===== config.mk =====
export PLATFORM = sky130hd
export DESIGN_NAME = ramif_rd_stream
export DESIGN_NICKNAME = d
export VERILOG_FILES = /design/src/rtl/ramif_rd_stream.sv
export SDC_FILE = /design/constraint.sdc
export NUM_CORES = 1
export LEC_CHECK = 0
export CAP_MARGIN = 10
export CORE_UTILIZATION = 35
export DETAILED_ROUTE_END_ITERATION = 16
export DONT_BUFFER_PORTS = 1
export PLACE_DENSITY = 0.46
export SLEW_MARGIN = 20
export SYNTH_ARGS = -nofsm -noshare
export SYNTH_HDL_FRONTEND = slang
export SYNTH_SLANG_ARGS = --single-unit

===== constraint.sdc =====
create_clock -name clk -period 1.9 [get_ports clk]
set_input_delay 0.38 -clock clk [delete_from_list [all_inputs] [get_ports clk]]
set_output_delay 0.38 -clock clk [all_outputs]
set_load 0.03 [all_outputs]

===== src/rtl/ramif_rd_stream.sv =====
// Read-side drain engine: issues rinc against the FIFO empty flag and streams words out.
// Optional parity check on captured words when RAMIF_RD_PARITY_EN is defined.
module ramif_rd_stream #(
  parameter int DSIZE     = 8,
  parameter int RD_LAT    = 1,
  parameter int BUF_DEPTH = 3
) (
  input  logic                           clk,
  input  logic                           rst,
  input  logic                           i_fifo_empty,
  output logic                           o_fifo_rinc,
  input  logic [DSIZE-1:0]               i_fifo_rdata,
  input  logic                           i_flush,
  output logic                           o_valid,
  output logic [DSIZE-1:0]               o_data,
  input  logic                           i_ready,
  output logic [$clog2(BUF_DEPTH+1)-1:0] o_level,
  output logic                           o_perr
);

  localparam int LW = $clog2(BUF_DEPTH + 1);
  localparam int PW = (BUF_DEPTH > 1) ? $clog2(BUF_DEPTH) : 1;

  logic [DSIZE-1:0] mem [BUF_DEPTH];
  logic [PW-1:0]    head;
  logic [PW-1:0]    tail;
  logic [LW-1:0]    count;
  logic [LW-1:0]    infl;
  logic [LW-1:0]    level;
  logic             push;
  logic             take;
  logic             pop;

  function automatic logic [PW-1:0] wrap_inc(input logic [PW-1:0] p);
    return (p == PW'(BUF_DEPTH - 1)) ? '0 : p + PW'(1);
  endfunction

  // Credit covers words still in the RAM read pipe, so a push always has room.
  assign level       = count + infl;
  assign o_level     = level;
  assign o_valid     = (count != '0);
  assign o_data      = o_valid ? mem[head] : '0;
  assign pop         = o_valid & i_ready;
  assign o_fifo_rinc = !rst & !i_flush & !i_fifo_empty
                     & (level < LW'(BUF_DEPTH));
  assign take        = push & !i_flush & !rst;

  generate
    if (RD_LAT == 0) begin : g_lat0
      assign push = o_fifo_rinc;
      assign infl = '0;
    end else begin : g_pipe
      logic [RD_LAT-1:0] pipe;

      always_ff @(posedge clk) begin
        if (rst || i_flush) begin
          pipe <= '0;
        end else begin
          pipe[0] <= o_fifo_rinc;
          for (int i = 1; i < RD_LAT; i++) begin
            pipe[i] <= pipe[i-1];
          end
        end
      end

      always_comb begin
        infl = '0;
        for (int i = 0; i < RD_LAT; i++) begin
          infl = infl + LW'(pipe[i]);
        end
      end

      assign push = pipe[RD_LAT-1];
    end
  endgenerate

  always_ff @(posedge clk) begin
    if (take) begin
      mem[tail] <= i_fifo_rdata;
    end
  end

  always_ff @(posedge clk) begin
    if (rst || i_flush) begin
      head  <= '0;
      tail  <= '0;
      count <= '0;
    end else begin
      if (take) begin
        tail <= wrap_inc(tail);
      end
      if (pop) begin
        head <= wrap_inc(head);
      end
      case ({take, pop})
        2'b10:   count <= count + LW'(1);
        2'b01:   count <= count - LW'(1);
        default: ;
      endcase
    end
  end

  always_ff @(posedge clk) begin
    if (take) begin
      assert (count != LW'(BUF_DEPTH));
    end
  end

`ifdef RAMIF_RD_PARITY_EN
  // Even parity over the whole word, parity bit included, must reduce to 0.
  always_ff @(posedge clk) begin
    if (rst) begin
      o_perr <= 1'b0;
    end else begin
      o_perr <= take & (^i_fifo_rdata);
    end
  end
`else
  assign o_perr = 1'b0;
`endif

endmodule

==> results of run 1 <==
## flip-flops by register name, summed over array words and instances, names as in the netlist, named ones only
register	cells
head	2
count	2
tail	2
g_pipe.pipe	1
mem	24
## per-layer routing
metal / global-route usage / vias to the layer above / wire, um
li1: - / 375 / -
met1: 0.135 / 328 / 879
met2: 0.202 / 19 / 1090
met3: 0.0652 / 5 / 142
met4: 0.0682 / 0 / 51
met5: 0 / - / 0
## critical path, cell delays in order (launching register included)
cell and delay, ns:
dfxtp_1 0.42, ha_2 0.38, a211oi_2 0.19, buf_4 0.18
## timing repair
item | CTS | global route
setup buffers | 0 | 0
gates resized for setup | 0 | 3
setup endpoints to repair | 0 | 3
## stage by stage
| stage | total power (uW) | instances | utilization | cell area, um^2 | hold WS (ns) |
|---|---|---|---|---|---|
| final | 1340 | 163 | 0.435 | 1590 | 0.159 |
| after global routing | 1400 | 163 | 0.435 | 1590 | 0.148 |
| after CTS | 1360 | 163 | 0.433 | 1590 | 0.155 |
| after detailed placement | 824 | 155 | 0.408 | 1500 | 0.461 |
| after global placement | 824 | 155 | 0.408 | 1500 | 0.455 |
| after floorplan | 819 | 95 | - | 1340 | 0.453 |
## kinds of logic after synthesis
logic type                 synth area share
other                               0.00282
DFF                                   0.677
muxes                                 0.144
and+or+nand+nor                      0.0865
adders and majority gates            0.0188
xor gates and xnor gates             0.0197
AOI/OAI and AO/OA                    0.0301
buffers and inverters                0.0216
## final timing paths
path,to,slack [ns],depth (start not counted)
max,o_fifo_rinc,0.06,3
min,g_pipe.pipe$_SDFF_PP0_,0.16,1
max reg2reg,count[1]$_SDFFE_PP0P_,0.30,5
min reg2reg,head[1]$_SDFFE_PP0P_,0.49,2
## cell type report
class,count,area (um^2),area share
Clock buffer,8,90.1,0.0566
Inverter,2,7.51,0.00471
Multi-Input combinational cell,56,409,0.257
Sequential cell,33,902,0.566
Tap cell,48,60.1,0.0377
Timing Repair Buffer,16,124,0.0778
## power groups by stage
stage / Combinational (uW) / Clock [uW] / Sequential, uW
floorplan: 25.9 / 0 / 793
global placement: 30.3 / 0 / 793
detailed placement: 30.6 / 0 / 794
CTS: 30.7 / 550 / 778
global route: 33.2 / 584 / 778
finish: 30.7 / 528 / 778
## cell usage in the layout (no fill, tap or decap), types with 2 or more instances in the layout
cell      count
xor2_1        2
nand2_1       4
mux2_2        9
nor3b_1       2
dfxtp_1       8
clkbuf_8      6
clkbuf_1      2
buf_4        15
edfxtp_1     24
nor2_1       14
inv_1         2
or3_1         2
a21oi_1       3
mux2i_1       9
==> impl_metrics.toml, run 1 <==
[outcome]
outcome = "completed"

[hold_path]
hp-class = "in -> reg"
hp-start = "i_fifo_empty"

[timing]
fmax_mhz = 545
period_needed_ns = 1.84
finalCritPeriodShare = 0.966
setup_viol_count_final = 0
rsz0062_at_grt = "false"
drv_slew = 0
finClkSkew_ns = 0.00570
hold_viol = 0
fin_ws_ns = 0.0641
tns_ns = 0

[critical_path]
r2r_start = "count[0]$_SDFFE_PP0P_"
endpoint_kind = "output port"
crit_arrival_ns = 1.46
required_ns = 1.52
crit_start = "count[0]$_SDFFE_PP0P_"
critPathLaunchType = "flop"
critPathMaxFanout = 5
worstSetupPathType = "reg -> out"

[detailed_routing]
vias = 727
drc = 0
first_pass_iters = 4
vias_per_cell = 4.46
avgRoutedWirePerCell_um = 13.3
routed_wl_um = 2160
drtAntennaViolNets = 0
drtIter0Drc = 10

[place]
gp_routability_congestion = 0.629
dp_hpwl_um = 1460
port_buffers = 0
place_worst_setup_slack_ns = 0.296

[synthesis]
synth_top_cells_by_area = "edfxtp_1, dfxtp_1, mux2_2, mux2i_1, nor2_1"
synth_cell_types = 23
ys_seq_area_frac = 0.677
synth_cells = 95
yosys_warnings = 0
synth_ff_type = "edfxtp_1"
synth_area_um2 = 1330
synth.net_count = 110
synth-seq-cells = 33
synth_top_area_cell = "edfxtp_1"
yosys.area.top_type_share = 0.541
synth_edf_count = 24
post_synth.cell_area_avg_um2 = 14.0
ys_top_cells_by_count = "edfxtp_1, nor2_1, dfxtp_1, mux2_2, mux2i_1"
yosysMostFrequentCell = "edfxtp_1"
async_reset_ff_frac = 0

[final_layout]
areaGrowthSynthToFinish_pct = 19.6
layout-drive-gt1-share = 0.304
diodes = 0
nets = 129
fill_cells = 339

[clocking]
cts_buffer_depth = 2
cts_root_buf = "clkbuf_8"
clkSlewWorstSetupHoldPaths_ns = 0.06
cts.sinks = 33
tritoncts = "built"
htreeDepth = 2
cts_buffers = 5
clk_latency_ns = 0.28
hold_buffers = 0

[grt]
grt_pass1_wl_um = 3550
grt_pass1_vias = 749
grt_use_total = 0.127
grt_max_degree = 11
grt.overflow.total = 0
antenna_found_initial = 0

[floorplanning]
die_h_um = 63.7
fp.coreArea_um2 = 3660
row_count = 22
io_pins = 26
die_area_um2 = 4050
die_x_um = 63.7
initial_core_util = 0.364

[power]
p_sw_uw = 256
power_density_nw_per_um2 = 840
switching_share = 0.191
internal-power_uw = 1080
ir_worst_vdd_v = 0.000348
pwr-share-clk = 0.395
pwr-share-seq = 0.582
combPwrFrac = 0.023
power.leakage_uw = 0.000553

[job]
max-cap-violations = 0
No activity file was read; power rests on OpenSTA's default activity.
==> inputs of run 2 (changes only) <==
Settings changed: CORE_ASPECT_RATIO set to 0.7.
==> run 2 against run 1 <==
Effect of this change: utilization up 1.9 points; combinational power about the same; sequential power about the same; routed wire length up 1.7%; count of clock-buffer cells in the layout down 1; final area up 2.0%; global-route usage up 0.20 points; maximum frequency down 0.48%; worst hold slack better by 0.011 ns.
==> impl_metrics.toml, run 2 (same netlist as run 1, synthesis figures left out) <==
[clocking]
cts_buffer_depth = 2
clkSlewWorstSetupHoldPaths_ns = 0.06
clk_latency_ns = 0.28
htreeDepth = 2
cts_setup_buffers = 0
cts_buffers = 5
tritoncts = "built"
cts_root_buf = "clkbuf_8"
cts.sinks = 33

[timing]
fmax_mhz = 542
setup_viol_count_final = 0
drv_slew = 0
fin_ws_ns = 0.0552
finClkSkew_ns = 0.00427
rsz0062_at_grt = "true"
hold_viol = 0
period_needed_ns = 1.84
finalCritPeriodShare = 0.971

[critical_path]
worstSetupPathType = "reg -> out"
slowest_delay_ns = 0.41
endpoint_kind = "output port"
cp_cell_sequence = "ha_2 -> a211oi_2 -> buf_4"
crit_arrival_ns = 1.46
ff2ff_path_depth = 5
crit_path_top_delay_cell = "dfxtp_1"
critPathMaxFanout = 5
required_ns = 1.52
critPathLaunchType = "flop"

[floorplanning]
die_area_um2 = 4060
fp.coreArea_um2 = 3580
row_count = 18
io_pins = 26
initial_core_util = 0.372
die_x_um = 75.7
die_h_um = 53.6

[detailed_routing]
vias_per_cell = 4.62
drtIter0Drc = 17
routed_wl_um = 2200
drtAntennaViolNets = 0
drc = 0
first_pass_iters = 4
vias = 762
avgRoutedWirePerCell_um = 13.3

[place]
dp_hpwl_um = 1550
port_buffers = 0
placed_area_um2 = 1500
place_worst_setup_slack_ns = 0.238
gp_routability_congestion = 0.654

[grt]
use_met2 = 0.193
globalRouteMet3Util = 0.0543
grt_pass1_vias = 726
grt_max_degree = 11
met1_usage = 0.156
antenna_found_initial = 0
grt.overflow.total = 0
busiest_layer = "met2"
grt_use_total = 0.129
grt_pass1_wl_um = 3460

[final_layout]
largest_register_ffs = 24
diodes = 0
final_common_cell = "edfxtp_1"
most-common-layout-cells = "edfxtp_1, buf_4, nor2_1"
areaGrowthSynthToFinish_pct = 22.1
top_register = "mem"
nets = 129
layout-drive-gt1-share = 0.330
postLayoutCellArea_um2 = 1630

[power]
ir_worst_vdd_v = 0.000757
switching_share = 0.177
combPwrFrac = 0.021
p_sw_uw = 261
internal-power_uw = 1210
power_density_nw_per_um2 = 907
pwr-share-clk = 0.452
pwr-share-seq = 0.528
power.leakage_uw = 0.000569

[hold_path]
hp-class = "in -> reg"
hold_depth = 1

[outcome]
outcome = "completed"

[job]
max-cap-violations = 0
==> run 2: cell count changes in the layout (fill, tap and decap cells not counted) <==
| cell | previous run | this run |
|---|---|---|
| bufinv_16 | 0 | 1 |
| clkbuf_1 | 2 | 1 |
| dfxtp_1 | 8 | 7 |
| dfxtp_2 | 1 | 2 |
| nor2_1 | 14 | 13 |
| nor2_2 | 0 | 1 |
==> run 2: worst max-delay path, delay by kind of cell (launching register included) <==
kind | cells | cell delay [ns]
adders and majority gates | 1 | 0.39
AOI/OAI and AO/OA | 1 | 0.21
DFF | 1 | 0.41
buffers and inverters | 1 | 0.19
==> run 2: power groups by stage <==
stage / Clock (uW) / Sequential (uW) / Combinational [uW]
global route: 718 / 778 / 33.9
floorplan: 0 / 793 / 25.9
global placement: 0 / 794 / 30.4
finish: 666 / 778 / 30.6
detailed placement: 0 / 794 / 30.6
CTS: 679 / 778 / 31.1
==> run 2: cell type report <==
type / instances / area (um^2)
Inverter: 2 / 7.51
Timing Repair Buffer: 16 / 124
Fill cell: 322 / 1960
Clock inverter: 1 / 30.0
Clock buffer: 7 / 86.3
Multi-Input combinational cell: 56 / 412
Sequential cell: 33 / 903
Tap cell: 50 / 62.6
==> run 2: layer usage <==
layer  vias up  routed length (um)
met5         -                   0
met4         0                  33
met3         4                 127
met2        21                1040
met1       361                1000
li1        376                   -
==> run 2: through the flow <==
stage / total power [uW] / hold slack, ns / std cells / setup TNS [ns] / utilization
after floorplan: 819 / 0.453 / 95 / 0 / -
after global placement: 824 / 0.456 / 157 / 0 / 0.418
after detailed placement: 824 / 0.456 / 157 / 0 / 0.418
after CTS: 1490 / 0.165 / 165 / 0 / 0.452
after global routing: 1530 / 0.171 / 165 / -0.0465 / 0.454
final: 1470 / 0.170 / 165 / 0 / 0.454
==> run 2: timing repair <==
action | 4_1_cts | 5_1_grt
hold buffers | 0 | 0
gates resized for setup | 2 | 3
setup endpoints to repair | 10 | 8
==> run 2: worst paths after layout <==
check                                              end  slack [ns]              startpoint
worst min-delay path            g_pipe.pipe$_SDFF_PP0_        0.17            i_fifo_empty
worst max-delay path                       o_fifo_rinc        0.06  g_pipe.pipe$_SDFF_PP0_
worst min register to register                    flop        0.48    head[0]$_SDFFE_PP0P_
worst max register to register   count[1]$_SDFFE_PP0P_        0.30   count[1]$_SDFFE_PP0P_
